===== config.mk =====
export PLATFORM = sky130hd
export DESIGN_NAME = fnmadd_norm_ctrl
export DESIGN_NICKNAME = d
export VERILOG_FILES = /design/src/rtl/fnmadd_norm_ctrl.sv
export SDC_FILE = /design/constraint.sdc
export NUM_CORES = 1
export LEC_CHECK = 0
export CORE_UTILIZATION = 25
export DETAILED_ROUTE_END_ITERATION = 12
export PLACE_DENSITY_LB_ADDON = 0.2
export SLEW_MARGIN = 30
export SYNTH_ARGS = -nofsm -noshare
export SYNTH_HDL_FRONTEND = slang
export SYNTH_SLANG_ARGS = --single-unit

===== constraint.sdc =====
create_clock -name clk -period 5 [get_ports clk]
set_clock_uncertainty 0.15 [all_clocks]
set_input_delay 1 -clock clk [delete_from_list [all_inputs] [get_ports clk]]
set_output_delay 1 -clock clk [all_outputs]
set_load 0.03 [all_outputs]

===== src/rtl/fnmadd_norm_ctrl.sv =====
// fnmadd_norm_ctrl: multi-cycle normalization controller for the FNMADD datapath.
// Registers the aligned addends, feeds them to an external LZA, normalizes the
// sum by the anticipated count, applies the one-bit LZA correction and adjusts
// the exponent. Valid/ready handshakes on both sides; fixed 3-cycle latency.
module fnmadd_norm_ctrl #(
  parameter  int SIG_WIDTH = 23,
  parameter  int EXP_WIDTH = 10,
  localparam int W         = 2 * (SIG_WIDTH + 1) + 2
) (
  input  logic                 clk,
  input  logic                 rst_n,
  input  logic                 in_valid,
  output logic                 in_ready,
  input  logic [W-1:0]         in_op_a,
  input  logic [W-1:0]         in_op_b,
  input  logic [EXP_WIDTH-1:0] in_exp,
  input  logic                 flush,
  output logic [W-1:0]         lza_op_a,
  output logic [W-1:0]         lza_op_b,
  input  logic [5:0]           lza_count,
  output logic                 out_valid,
  input  logic                 out_ready,
  output logic [W-1:0]         out_sig,
  output logic [EXP_WIDTH-1:0] out_exp,
  output logic                 out_zero,
  output logic                 out_corr,
  output logic                 out_uflow
);

  typedef enum logic [2:0] {
    IDLE  = 3'd0,
    LZA   = 3'd1,
    SHIFT = 3'd2,
    FIX   = 3'd3,
    DONE  = 3'd4
  } state_t;

  state_t               state_q, state_d;
  logic                 in_ready_q, in_ready_d;
  logic                 out_valid_q, out_valid_d;
  logic [W-1:0]         op_a_q, op_a_d;
  logic [W-1:0]         op_b_q, op_b_d;
  logic [EXP_WIDTH-1:0] exp_in_q, exp_in_d;
  logic [W-1:0]         sum_q, sum_d;
  logic [5:0]           cnt_q, cnt_d;
  logic [W-1:0]         sig_q, sig_d;
  logic                 zero_q, zero_d;
  logic                 corr_q, corr_d;
  logic                 uflow_q, uflow_d;
  logic [EXP_WIDTH-1:0] exp_out_q, exp_out_d;

  // Correction-stage datapath, evaluated from the SHIFT results every cycle
  logic                 need_corr;
  logic [W-1:0]         sig_fix;
  logic [6:0]           total_shift;
  logic [EXP_WIDTH:0]   exp_wide;

  // One-bit LZA correction and exponent subtraction with sign in the extra bit
  always_comb begin
    need_corr   = !zero_q && !sig_q[W-1];
    sig_fix     = need_corr ? (sig_q << 1) : sig_q;
    total_shift = {1'b0, cnt_q} + {6'd0, need_corr};
    exp_wide    = {1'b0, exp_in_q} - (EXP_WIDTH + 1)'(total_shift);
  end

  // Next-state and next-output computation for the controller
  always_comb begin
    state_d     = state_q;
    in_ready_d  = in_ready_q;
    out_valid_d = out_valid_q;
    op_a_d      = op_a_q;
    op_b_d      = op_b_q;
    exp_in_d    = exp_in_q;
    sum_d       = sum_q;
    cnt_d       = cnt_q;
    sig_d       = sig_q;
    zero_d      = zero_q;
    corr_d      = corr_q;
    uflow_d     = uflow_q;
    exp_out_d   = exp_out_q;

    case (state_q)
      IDLE: begin
        if (in_valid) begin
          op_a_d     = in_op_a;
          op_b_d     = in_op_b;
          exp_in_d   = in_exp;
          zero_d     = 1'b0;
          corr_d     = 1'b0;
          uflow_d    = 1'b0;
          in_ready_d = 1'b0;
          state_d    = LZA;
        end
      end
      LZA: begin
        sum_d   = op_a_q + op_b_q;
        cnt_d   = lza_count;
        state_d = SHIFT;
      end
      SHIFT: begin
        if (sum_q == '0) begin
          zero_d = 1'b1;
          sig_d  = '0;
        end else begin
          sig_d  = sum_q << cnt_q;
        end
        state_d = FIX;
      end
      FIX: begin
        sig_d = sig_fix;
        if (zero_q) begin
          exp_out_d = '0;
          uflow_d   = 1'b0;
          corr_d    = 1'b0;
        end else begin
          corr_d = need_corr;
          if (exp_wide[EXP_WIDTH]) begin
            exp_out_d = '0;
            uflow_d   = 1'b1;
          end else begin
            exp_out_d = exp_wide[EXP_WIDTH-1:0];
            uflow_d   = 1'b0;
          end
        end
        out_valid_d = 1'b1;
        state_d     = DONE;
      end
      DONE: begin
        if (out_ready) begin
          out_valid_d = 1'b0;
          in_ready_d  = 1'b1;
          state_d     = IDLE;
        end
      end
      default: begin
        out_valid_d = 1'b0;
        in_ready_d  = 1'b1;
        state_d     = IDLE;
      end
    endcase

    // Abort overrides the handshake; idle state has nothing to drop
    if (flush && (state_q != IDLE)) begin
      out_valid_d = 1'b0;
      in_ready_d  = 1'b1;
      state_d     = IDLE;
    end
  end

  // State and registered outputs, asynchronously cleared
  always_ff @(posedge clk or negedge rst_n) begin
    if (!rst_n) begin
      state_q     <= IDLE;
      in_ready_q  <= 1'b1;
      out_valid_q <= 1'b0;
      op_a_q      <= '0;
      op_b_q      <= '0;
      exp_in_q    <= '0;
      sum_q       <= '0;
      cnt_q       <= '0;
      sig_q       <= '0;
      zero_q      <= 1'b0;
      corr_q      <= 1'b0;
      uflow_q     <= 1'b0;
      exp_out_q   <= '0;
    end else begin
      state_q     <= state_d;
      in_ready_q  <= in_ready_d;
      out_valid_q <= out_valid_d;
      op_a_q      <= op_a_d;
      op_b_q      <= op_b_d;
      exp_in_q    <= exp_in_d;
      sum_q       <= sum_d;
      cnt_q       <= cnt_d;
      sig_q       <= sig_d;
      zero_q      <= zero_d;
      corr_q      <= corr_d;
      uflow_q     <= uflow_d;
      exp_out_q   <= exp_out_d;
    end
  end

  assign in_ready  = in_ready_q;
  assign out_valid = out_valid_q;
  assign lza_op_a  = op_a_q;
  assign lza_op_b  = op_b_q;
  assign out_sig   = sig_q;
  assign out_exp   = exp_out_q;
  assign out_zero  = zero_q;
  assign out_corr  = corr_q;
  assign out_uflow = uflow_q;

endmodule


==> impl_results.md, run 1 <==
- Mapped Area: approximately 0.015 mm²
- Startpoint class of the critical path: flip-flop
- Most frequent CP cell: o21ai_0
- Largest net degree at the start of global routing: approximately 120
- Final setup violation count: 0
- Share of cells above drive strength 1: slightly below 7%
- Syn avg cell area: between 8 and 9 µm²
- Buf/Inv on CP: 0
- Tmin final: roughly 3.5 ns
- Routed Antenna Nets: 0
- Die Wd: roughly 250 µm
- Worst path slowest cell: a31oi_1
- R2r worst-path depth: 11
- Buffers on Ports: 285
- Critical path arrival: 3.80 ns
- Mean number of vias per cell: between 4 and 5
- Routed vias: 13400
- WL final: between 50000 and 60000 µm
- Unique masters post-synth: between 70 and 80
- CTS Buf Count: 30
- Initial Util: between 20% and 30%
- DR iter-0 viols: 1055
- Top_reg_cell synth: dfrtp_1
- TNS Setup: 0 ns
- # fillers: approximately 6000
- Worst Tran Pin Value: around 1.0 ns
- Grt ovf: 0
- Setup CP Type: reg2reg
- Worst-case clock buffer depth: 3
- Maxcap violations: 0
- Vias in the first global route: approximately 13000
- Final hold vios: 0
- Final Cycle Share: ~70%
- Core footprint: around 0.058 mm²
- FF-to-FF setup slack: 1.54 ns
- Synth Net Count: around 1900
- CTS root buf: clkbuf_16
- Layout area overhead: 30.9%
- CTS tree: done
- Ys Warns: 0
- H-Tree Level Count: 1
- CTS resizes: 0
- Clock transition at the registers of the reported paths: 0.06 ns
- Critical path endpoint category: flip-flop
- Clk sink count: 234
- First-pass GRT wire length: between 70000 and 80000 µm
- WP data required: 5.34 ns
- CP startpoint: lza_op_a[6]
- Worst r2r src: lza_op_a[6]
- Number of synthesized flops with an enable pin: 0
- ANT cells: 0
- Placer Congestion: between 0.8 and 0.9
- Drt wl/cell: ~18 µm
- Crit-path max cell delay: roughly 0.62 ns
- Crit-path cells: ha_1 -> a21oi_1 -> o211a_1 -> o31ai_1 -> a22oi_1 -> a31oi_1 -> a31oi_1 -> o21ai_0 -> o21ai_0 -> xor2_1 -> o21ai_0
- Reg2Reg Capture Point: sum_q[33]
- Family with the most delay on the worst path: compound AO/OA/AOI/OAI gates
- Post-CTS Setup Bufs: 0
- Post-DP HPWL: about 38000 µm
- Max Transition Viols Final: 0
- RSZ-0062 raised after global routing: false
- Fmax: between 200 and 300 MHz
- Asr flop ratio synth: 100%
- I/O Pins: 286
- Initial antenna violation count: 2
- Full die area: between 0.06 and 0.07 mm²
- Seq cells post-synth: roughly 230
- Sequential fraction of the synthesis area: 39.6%
- TritonRoute pass-1 iters: 6
- Status: complete, no violations
- Placement row count: 88
- Total GRT Usage: 16.6%
- Gate Count Post-Synth: about 1800
- DRC violations left: 0
- Hold Path Class: in2async
- Slew HR: between 30 and 40%
- # hold bufs at CTS: 0
- Worst Path Max Fanout: 8
- Clk_lat worst skew: ~0.57 ns
- Die height: roughly 250 µm
- Nets: roughly 2200
[through the flow]
stage	area, µm²	util, %	instances	worst slack, ns	hold slack, ns
global placement	18300	31.5	2709	1.53	0.339
floorplan	14800	-	1755	1.64	0.302
CTS	19300	33.3	2763	1.49	0.353
global route	19400	33.4	2765	1.27	0.191
detailed placement	18300	31.5	2709	1.51	0.341
finish	19400	33.4	2765	1.54	0.176
[kinds of logic (layout without fill, tap and decap cells)]
| family | count (synthesis) | count (layout) | synth area share (%) |
|---|---|---|---|
| compound gates | 436 | 436 | 18.8 |
| fa+ha+maj | 63 | 63 | 5.48 |
| xor+xnor | 57 | 57 | 3.37 |
| flops | 234 | 234 | 39.6 |
| buf+inv | 153 | 398 | 4.58 |
| mux | 91 | 91 | 8.14 |
| simple gates | 721 | 721 | 20.1 |
[final cells by class]
class / count / area [µm²] / area share (%)
clock inverter: 10 / 140 / 0.723
inverter: 39 / 146 / 0.756
clock buffer: 44 / 875 / 4.52
multi-input combinational: 1368 / 8320 / 43.0
sequential: 234 / 5860 / 30.2
timing repair buffer: 305 / 3070 / 15.9
tap: 765 / 957 / 4.94
[Yosys cell counts, types with 8 or more instances]
cell / count / share of area [%]
o22ai_1: 10 / 0.42
nand2_1: 510 / 13
buf_2: 8 / 0.27
inv_1: 39 / 0.99
mux4_2: 22 / 3.3
clkbuf_1: 87 / 2.2
xor2_1: 30 / 1.8
a222oi_1: 16 / 1.1
nor4_1: 14 / 0.59
nor3_1: 20 / 0.68
a21oi_1: 122 / 4.1
mux2i_1: 55 / 3.7
a21o_1: 26 / 1.3
nor2_1: 102 / 2.6
and2_1: 9 / 0.38
a22oi_1: 32 / 1.6
o211ai_1: 10 / 0.51
o21ai_0: 127 / 4.3
nor2b_1: 12 / 0.51
nand3_1: 13 / 0.44
xnor2_1: 27 / 1.6
a211oi_1: 8 / 0.41
dfrtp_1: 233 / 39
mux2_2: 14 / 1.1
a22o_1: 10 / 0.59
ha_1: 60 / 5.1
a31oi_1: 16 / 0.68
[cells in the final DEF (no fill, tap or decap), types with 5 or more instances in the layout]
master | synthesis | layout
o211ai_1 | 10 | 10
a311o_1 | 5 | 5
nand2b_1 | 7 | 7
nor3_1 | 20 | 18
buf_4 | 5 | 16
o22ai_1 | 10 | 10
a21oi_1 | 122 | 121
and2_1 | 9 | 9
clkbuf_1 | 87 | 8
mux4_2 | 22 | 22
mux2i_1 | 55 | 55
a22oi_1 | 32 | 32
o31ai_1 | 7 | 7
a21o_1 | 26 | 26
a31oi_1 | 16 | 16
xor2_1 | 30 | 30
nor2_1 | 102 | 101
nor2b_1 | 12 | 12
xnor2_1 | 27 | 27
inv_1 | 39 | 37
o21ai_0 | 127 | 127
clkbuf_8 | 3 | 5
clkdlybuf4s50_1 | 0 | 284
ha_1 | 60 | 60
nand2_1 | 510 | 510
nand4_1 | 7 | 7
o21bai_1 | 7 | 7
clkbuf_16 | 0 | 31
a22o_1 | 10 | 10
dfrtp_1 | 233 | 232
a222oi_1 | 16 | 16
mux2_2 | 14 | 14
nand3_1 | 13 | 13
a211oi_1 | 8 | 8
nor4_1 | 14 | 12
o21a_1 | 6 | 6
[registers in the layout, summed over array words and instances, names as in the netlist]
name,count
state_q,3
in_ready,1
out_valid,1
out_exp,10
lza_op_b,50
exp_in_q,10
sum_q,50
lza_op_a,50
out_corr,1
cnt_q,6
out_uflow,1
out_zero,1
out_sig,50
[metal layers]
layer	global-route usage, %	routed length, µm	vias up
li1	-	-	6594
met1	23.3	23700	6395
met2	26.1	22800	354
met3	3.03	2960	50
met4	3.79	994	2
met5	0	13	-
[how the worst max path moves through the flow]
stage	endpoint	slack [ns]	cells past startpoint
6_report	sum_q[33]	1.54	11
5_1_grt	sum_q[33]	1.27	11
4_1_cts	sum_q[46]	1.49	13
3_5_place_dp	sum_q[46]	1.51	13
3_3_place_gp	sum_q[46]	1.53	13
2_1_floorplan	out_exp[2]	1.64	13
Power of run 1 is left out: the tool's default activity adds up to more than one toggle a clock period on the data nets, which glitch-free logic cannot reach.
==> run 2: changes to the inputs <==
==> constraint.sdc (replaced) <==
create_clock -name clk -period 3.2 [get_ports clk]
set_clock_uncertainty 0.15 [all_clocks]
set_input_delay 0.64 -clock clk [delete_from_list [all_inputs] [get_ports clk]]
set_output_delay 0.64 -clock clk [all_outputs]
set_load 0.03 [all_outputs]
==> impl_results.md, run 2 (synthesis results as in run 1) <==
- Grt ovf: 0
- Leading cell type in the layout, fill and taps excluded: nand2_1
- DRC violations left: 0
- Worst r2r src: lza_op_a[0]
- CTS Buf Count: 29
- Max Transition Viols Final: 0
- Worst Tran Pin Value: 0.968 ns
- First-pass GRT wire length: about 78000 µm
- # fillers: 5963
- Worst Path Max Fanout: 3
- RSZ-0062 raised after global routing: true
- Critical path arrival: approximately 3.4 ns
- Critical path endpoint category: flip-flop
- Post-DP HPWL: just under 40000 µm
- Setup crit end: sum_q[46]
- Maxcap violations: 0
- CTS root buf: clkbuf_16
- Total GRT Usage: 16.2%
- Routed vias: about 14000
- Initial antenna violation count: 1
- TritonRoute pass-1 iters: 6
- Area of the multi-input gates: ~0.0085 mm²
- Final hold vios: 0
- Placer Congestion: between 0.8 and 0.9
- Buf/Inv on CP: 1
- Full die area: ~0.06 mm²
- Met2 Use GR: 26.0%
- Critical path depth: 13
- DR iter-0 viols: a little over 800
- H-Tree Level Count: 1
- Setup CP Type: reg2reg
- Vias in the first global route: around 14000
- Core footprint: roughly 0.058 mm²
- Largest net degree at the start of global routing: 107
- Clk_lat worst skew: slightly below 0.6 ns
- Mean number of vias per cell: between 4 and 5
- CTS tree: done
- Die Wd: between 200 and 250 µm
- Clock transition at the registers of the reported paths: approximately 0.060 ns
- Met1 usage: a little under a quarter
- TNS Setup: 0 ns
- Reg2Reg Capture Point: sum_q[46]
- Gr busiest metal: met2
- Worst path slowest cell: dfrtp_2
- Buffers on Ports: between 200 and 300
- WL final: 49900 µm
- Worst-case clock buffer depth: 3
- Startpoint class of the critical path: flip-flop
- Family with the most delay on the worst path: compound AO/OA/AOI/OAI gates
- Slew HR: a little over a third
- Crit-path cells: ha_4 -> inv_2 -> fa_2 -> nand2b_4 -> a21oi_4 -> o31ai_4 -> o211ai_2 -> a221oi_4 -> o311ai_4 -> a311o_2 -> a311oi_2 -> xor2_1 -> o21ai_1
- Hold Path Class: reg2reg
- WP data required: around 3.5 ns
- Drt wl/cell: approximately 17 µm
- Routed Antenna Nets: 0
- R2r worst-path depth: 13
- I/O Pins: around 290
- Placed cell areas: around 0.019 mm²
- Die height: 245 µm
- Fmax: 318 MHz
- Most frequent cells in the layout: nand2_1, clkdlybuf4s50_1, dfrtp_1
- Nets: approximately 2300
- ANT cells: 0
- Crit-path max cell delay: about 0.43 ns
- Final setup violation count: 0
- Register area: 0.00586 mm²
- FF-to-FF setup slack: about 0.060 ns
- Status: complete, no violations
- Clk sink count: about 230
- CP startpoint: lza_op_a[0]
- Share of cells above drive strength 1: between 10% and 20%
- Initial Util: between 20% and 30%
- Fin area: 0.0203 mm²
- Placement row count: 88
- M3 GR Usage: about 2.8%
- Tmin final: 3.14 ns
- Layout area overhead: 37.5%
- Final Cycle Share: a little over nine tenths
run 2: cell count changes in the layout (fill, tap and decap cells not counted), moves of 3 or more:
cell       before  now
ha_4            0    6
buf_12          2    9
buf_4          16  125
dfrtp_1       232  229
bufinv_16       3    0
ha_1           60   54
a21oi_1       121  112
a21oi_2         3   11
dfrtp_2         1    4
clkinv_4        4    1
run 2: layout make-up:
class	count	area share, %
timing repair buffer	420	19.6
clock buffer	40	3.97
inverter	39	0.720
multi-input combinational	1368	41.8
sequential	234	28.8
clock inverter	10	0.381
tap	765	4.71
run 2: stage by stage:
stage	utilization [%]	setup slack, ns	std cells	hold WS (ns)
2_1_floorplan	-	0.0157	1755	0.194
3_3_place_gp	33.0	-0.0718	2817	0.338
3_5_place_dp	33.0	-0.0897	2817	0.343
4_1_cts	34.7	-0.0545	2870	0.354
5_1_grt	35.1	-0.0632	2876	0.380
6_report	35.1	0.0602	2876	0.348
run 2: worst register-to-register path: stages, from the launching register on:
cell	delay [ns]
dfrtp_2	0.43
ha_4	0.17
inv_2	0.05
fa_2	0.21
nand2b_4	0.14
a21oi_4	0.06
o31ai_4	0.24
o211ai_2	0.14
a221oi_4	0.40
o311ai_4	0.12
a311o_2	0.39
a311oi_2	0.24
xor2_1	0.18
o21ai_1	0.07
run 2: repair_timing:
item | 4_1_cts | 5_1_grt
pin swaps | 11 | 10
endpoints found under the hold margin | 61 | 0
setup buffers | 2 | 5
setup endpoints to repair | 6 | 22
hold buffers | 1 | 0
resized for setup | 10 | 25
run 2: routing by layer:
| metal | share of wire [%] | up-vias |
|---|---|---|
| li1 | - | 6798 |
| met2 | 46 | 341 |
| met4 | 1.6 | 2 |
| met5 | 0.022 | - |
| met3 | 5.3 | 52 |
| met1 | 47 | 6509 |
run 2: worst min-delay path by stage:
| stage | slack, ns | cells after the start | from | end |
|---|---|---|---|---|
| 2_1_floorplan | 0.19 | 0 | rst_n | cnt_q[0] |
| 3_3_place_gp | 0.34 | 2 | out_corr | out_corr |
| 3_5_place_dp | 0.34 | 2 | in_ready | in_ready |
| 4_1_cts | 0.35 | 2 | in_ready | in_ready |
| 5_1_grt | 0.38 | 2 | in_ready | in_ready |
| 6_report | 0.35 | 2 | out_corr | out_corr |
Power of run 2 is left out for the same reason.
==> run 3: changes to the inputs <==
--- a/config.mk
+++ b/config.mk
@@ -5,6 +5,7 @@
 export SDC_FILE = /design/constraint.sdc
 export NUM_CORES = 1
 export LEC_CHECK = 0
+export ABC_AREA = 1
 export CORE_UTILIZATION = 25
 export DETAILED_ROUTE_END_ITERATION = 12
 export PLACE_DENSITY_LB_ADDON = 0.2
==> impl_results.md, run 3 <==
- Hold Path Class: reg2reg
- ANT cells: 0
- Final setup violation count: 0
- Worst Tran Pin Value: around 0.7 ns
- TNS Setup: 0 ns
- Worst VDD drop: around 0.49 mV
- DRC violations left: 11
- Critical path depth: 10
- Fmax: about 370 MHz
- NetSw: about 16000 µW
- Placement row count: 94
- R2r worst-path depth: 10
- RSZ-0062 raised after global routing: false
- Power per cell area: about 1300 mW/mm²
- Setup CP Type: reg2reg
- Gate Count Post-Synth: approximately 2700
- Critical path arrival: approximately 3.0 ns
- Largest cells by area after synthesis: dfrtp_1, nand2_1, nand3_1, inv_1, ha_1
- Full die area: between 0.06 and 0.07 mm²
- Asr flop ratio synth: 100%
- WP data required: between 3 and 4 ns
- Synth cell count leaders: nand2_1, nand3_1, inv_1, dfrtp_1, nor2_1
- Family with the most delay on the worst path: simple AND/OR/NAND/NOR gates
- Unique masters post-synth: 42
- H-Tree Level Count: 1
- Largest area contributor in the netlist: dfrtp_1
- Share of cells above drive strength 1: 3.76%
- Buffers on Ports: about 290
- Final Cycle Share: 84.2%
- Vias in the first global route: about 17000
- Setup slack at placement: between 0.5 and 0.6 ns
- Most frequent cells in the layout: nand2_1, nand3_1, clkdlybuf4s50_1
- Crit-path cells: ha_1 -> nand2_1 -> nor2_1 -> nand2_1 -> nor3_1 -> nand3_1 -> nand3_1 -> nand2_1 -> nand3_1 -> nand2_1
- Number of synthesized flops with an enable pin: 0
- Leading cell type in the layout, fill and taps excluded: nand2_1
- Largest net degree at the start of global routing: about 110
- Grt ovf: 0
- Share of the synthesized area in the top cell type: a little over a third
- I/O Pins: 286
- Worst path slowest cell: dfrtp_1
- Most common cell in the netlist: nand2_1
- TritonRoute pass-1 iters: 9
- Max Transition Viols Final: 0
- Int Pwr: 13300 µW
- DR iter-0 viols: ~1200
- Mean number of vias per cell: 4.56
- Die height: approximately 260 µm
- Final worst slack: approximately 0.5 ns
- Drt wl/cell: between 15 and 20 µm
- Nets: a little over 3000
- CTS root buf: clkbuf_16
- Sequential fraction of the synthesis area: between 30% and 40%
- Placed cell areas: ~0.02 mm²
- Crit-path max cell delay: approximately 0.42 ns
- Buf/Inv on CP: 0
- Critical path endpoint category: flip-flop
- Leakage: around 0.011 µW
- Slew HR: a little over half
- Reg power frac: 20.5%
- Synth Net Count: roughly 2800
- Comb pwr share: between 60% and 70%
- Layout area overhead: 28.6%
- Routed Antenna Nets: 0
- Initial antenna violation count: 0
- Ys Warns: 0
- Total GRT Usage: ~18%
- Worst Path Max Fanout: 5
- Clk sink count: between 200 and 250
- Clock power frac: about an eighth
- Status: complete, but fails checks
- Switching share of total power: 53.8%
- Failing checks: DRC
- WL final: ~62000 µm
- Die Wd: 261 µm
- Tmin final: between 2 and 3 ns
- Clock transition at the registers of the reported paths: approximately 0.060 ns
- Worst-case clock buffer depth: 3
- Seq cells post-synth: about 230
- Most frequent CP cell: nand2_1
- Post-DP HPWL: 48500 µm
- Top_reg_cell synth: dfrtp_1
- Syn avg cell area: between 6 and 7 µm²
- Fin area: ~0.022 mm²
- Maxcap violations: 0
- Core footprint: 0.0661 mm²
- CTS Buf Count: 31
- Final hold vios: 0
- First-pass GRT wire length: 98200 µm
- Hold depth: 2
- Clk_lat worst skew: slightly below 0.6 ns
- Startpoint class of the critical path: flip-flop
- Placer Congestion: 0.920
- CTS tree: done
- Initial Util: roughly a quarter
- Mapped Area: 0.0168 mm²
- Routed vias: roughly 17000
-- run 3: changes by cell type after synthesis, sizes merged, moves of 57 or more --
cell,before,now
nor2,102,170
o21ai,131,74
inv,39,281
nand3,13,372
nand2,510,1112
-- run 3: final cells by class --
type	count	area, µm²
repair buffers	314	3150
clock buffers	43	891
inverters	282	1060
clock inverters	13	190
fillers	7403	44500
well taps	864	1080
multi-input cells	2039	9380
flip-flops and latches	234	5860
-- run 3: path summary, 6_finish.rpt --
check                                to         start  slack, ns
min reg2reg                  out_exp[8]    out_exp[8]       0.33
max reg2reg                   sum_q[35]  lza_op_b[21]       0.51
max                           sum_q[35]  lza_op_b[21]       0.51
min                          out_exp[8]    out_exp[8]       0.33
max in group asynchronous  lza_op_a[38]         rst_n       1.66
min in group asynchronous      cnt_q[2]         rst_n       0.46
-- run 3: what timing repair did --
item                                   4_1_cts  5_1_grt
setup endpoints to repair                    0        0
gates resized for setup                      0        0
endpoints found under the hold margin       54        0
buffers inserted                             0        0
hold buffers                                 1        0
-- run 3: per-layer routing --
layer  GRT usage (%)  vias up  wire length, µm
li1                -     8943                -
met1            24.9     7795            28600
met2            29.9      450            28600
met3            2.71       93             3410
met4            5.10        0             1770
met5               0        -                0
-- run 3: kinds of logic after synthesis --
logic type	Yosys count	share of synthesized area, %
and+or+nand+nor	1708	41.7
buffers and inverters	391	9.40
AOI/OAI and AO/OA	239	7.68
DFF	234	34.9
adders and majority gates	63	4.82
xor gates and xnor gates	29	1.51
-- run 3: stage by stage --
stage          power, µW  instances  hold WS (ns)  util [%]
6_report           28900       3789         0.329      32.7
3_3_place_gp       25300       3732         0.322      31.1
4_1_cts            29200       3789         0.338      32.7
5_1_grt            31600       3789         0.373      32.7
3_5_place_dp       25200       3732         0.324      31.1
2_1_floorplan      18500       2664         0.194         -
-- run 3: worst min-delay path, stage by stage, from the launching register on --
cell and delay [ns]:
dfrtp_1 0.34, nand2_1 0.05, o21ai_0 0.05
-- run 3: power by group through the flow --
stage          Sequential (µW)  Combinational [µW]  Clock (µW)
2_1_floorplan             7400               11100           0
3_3_place_gp              5950               19300           0
3_5_place_dp              5970               19200           0
4_1_cts                   5950               19300        3900
5_1_grt                   6160               21500        3980
6_report                  5910               19200        3760
(Power assumes the default switching activity.)
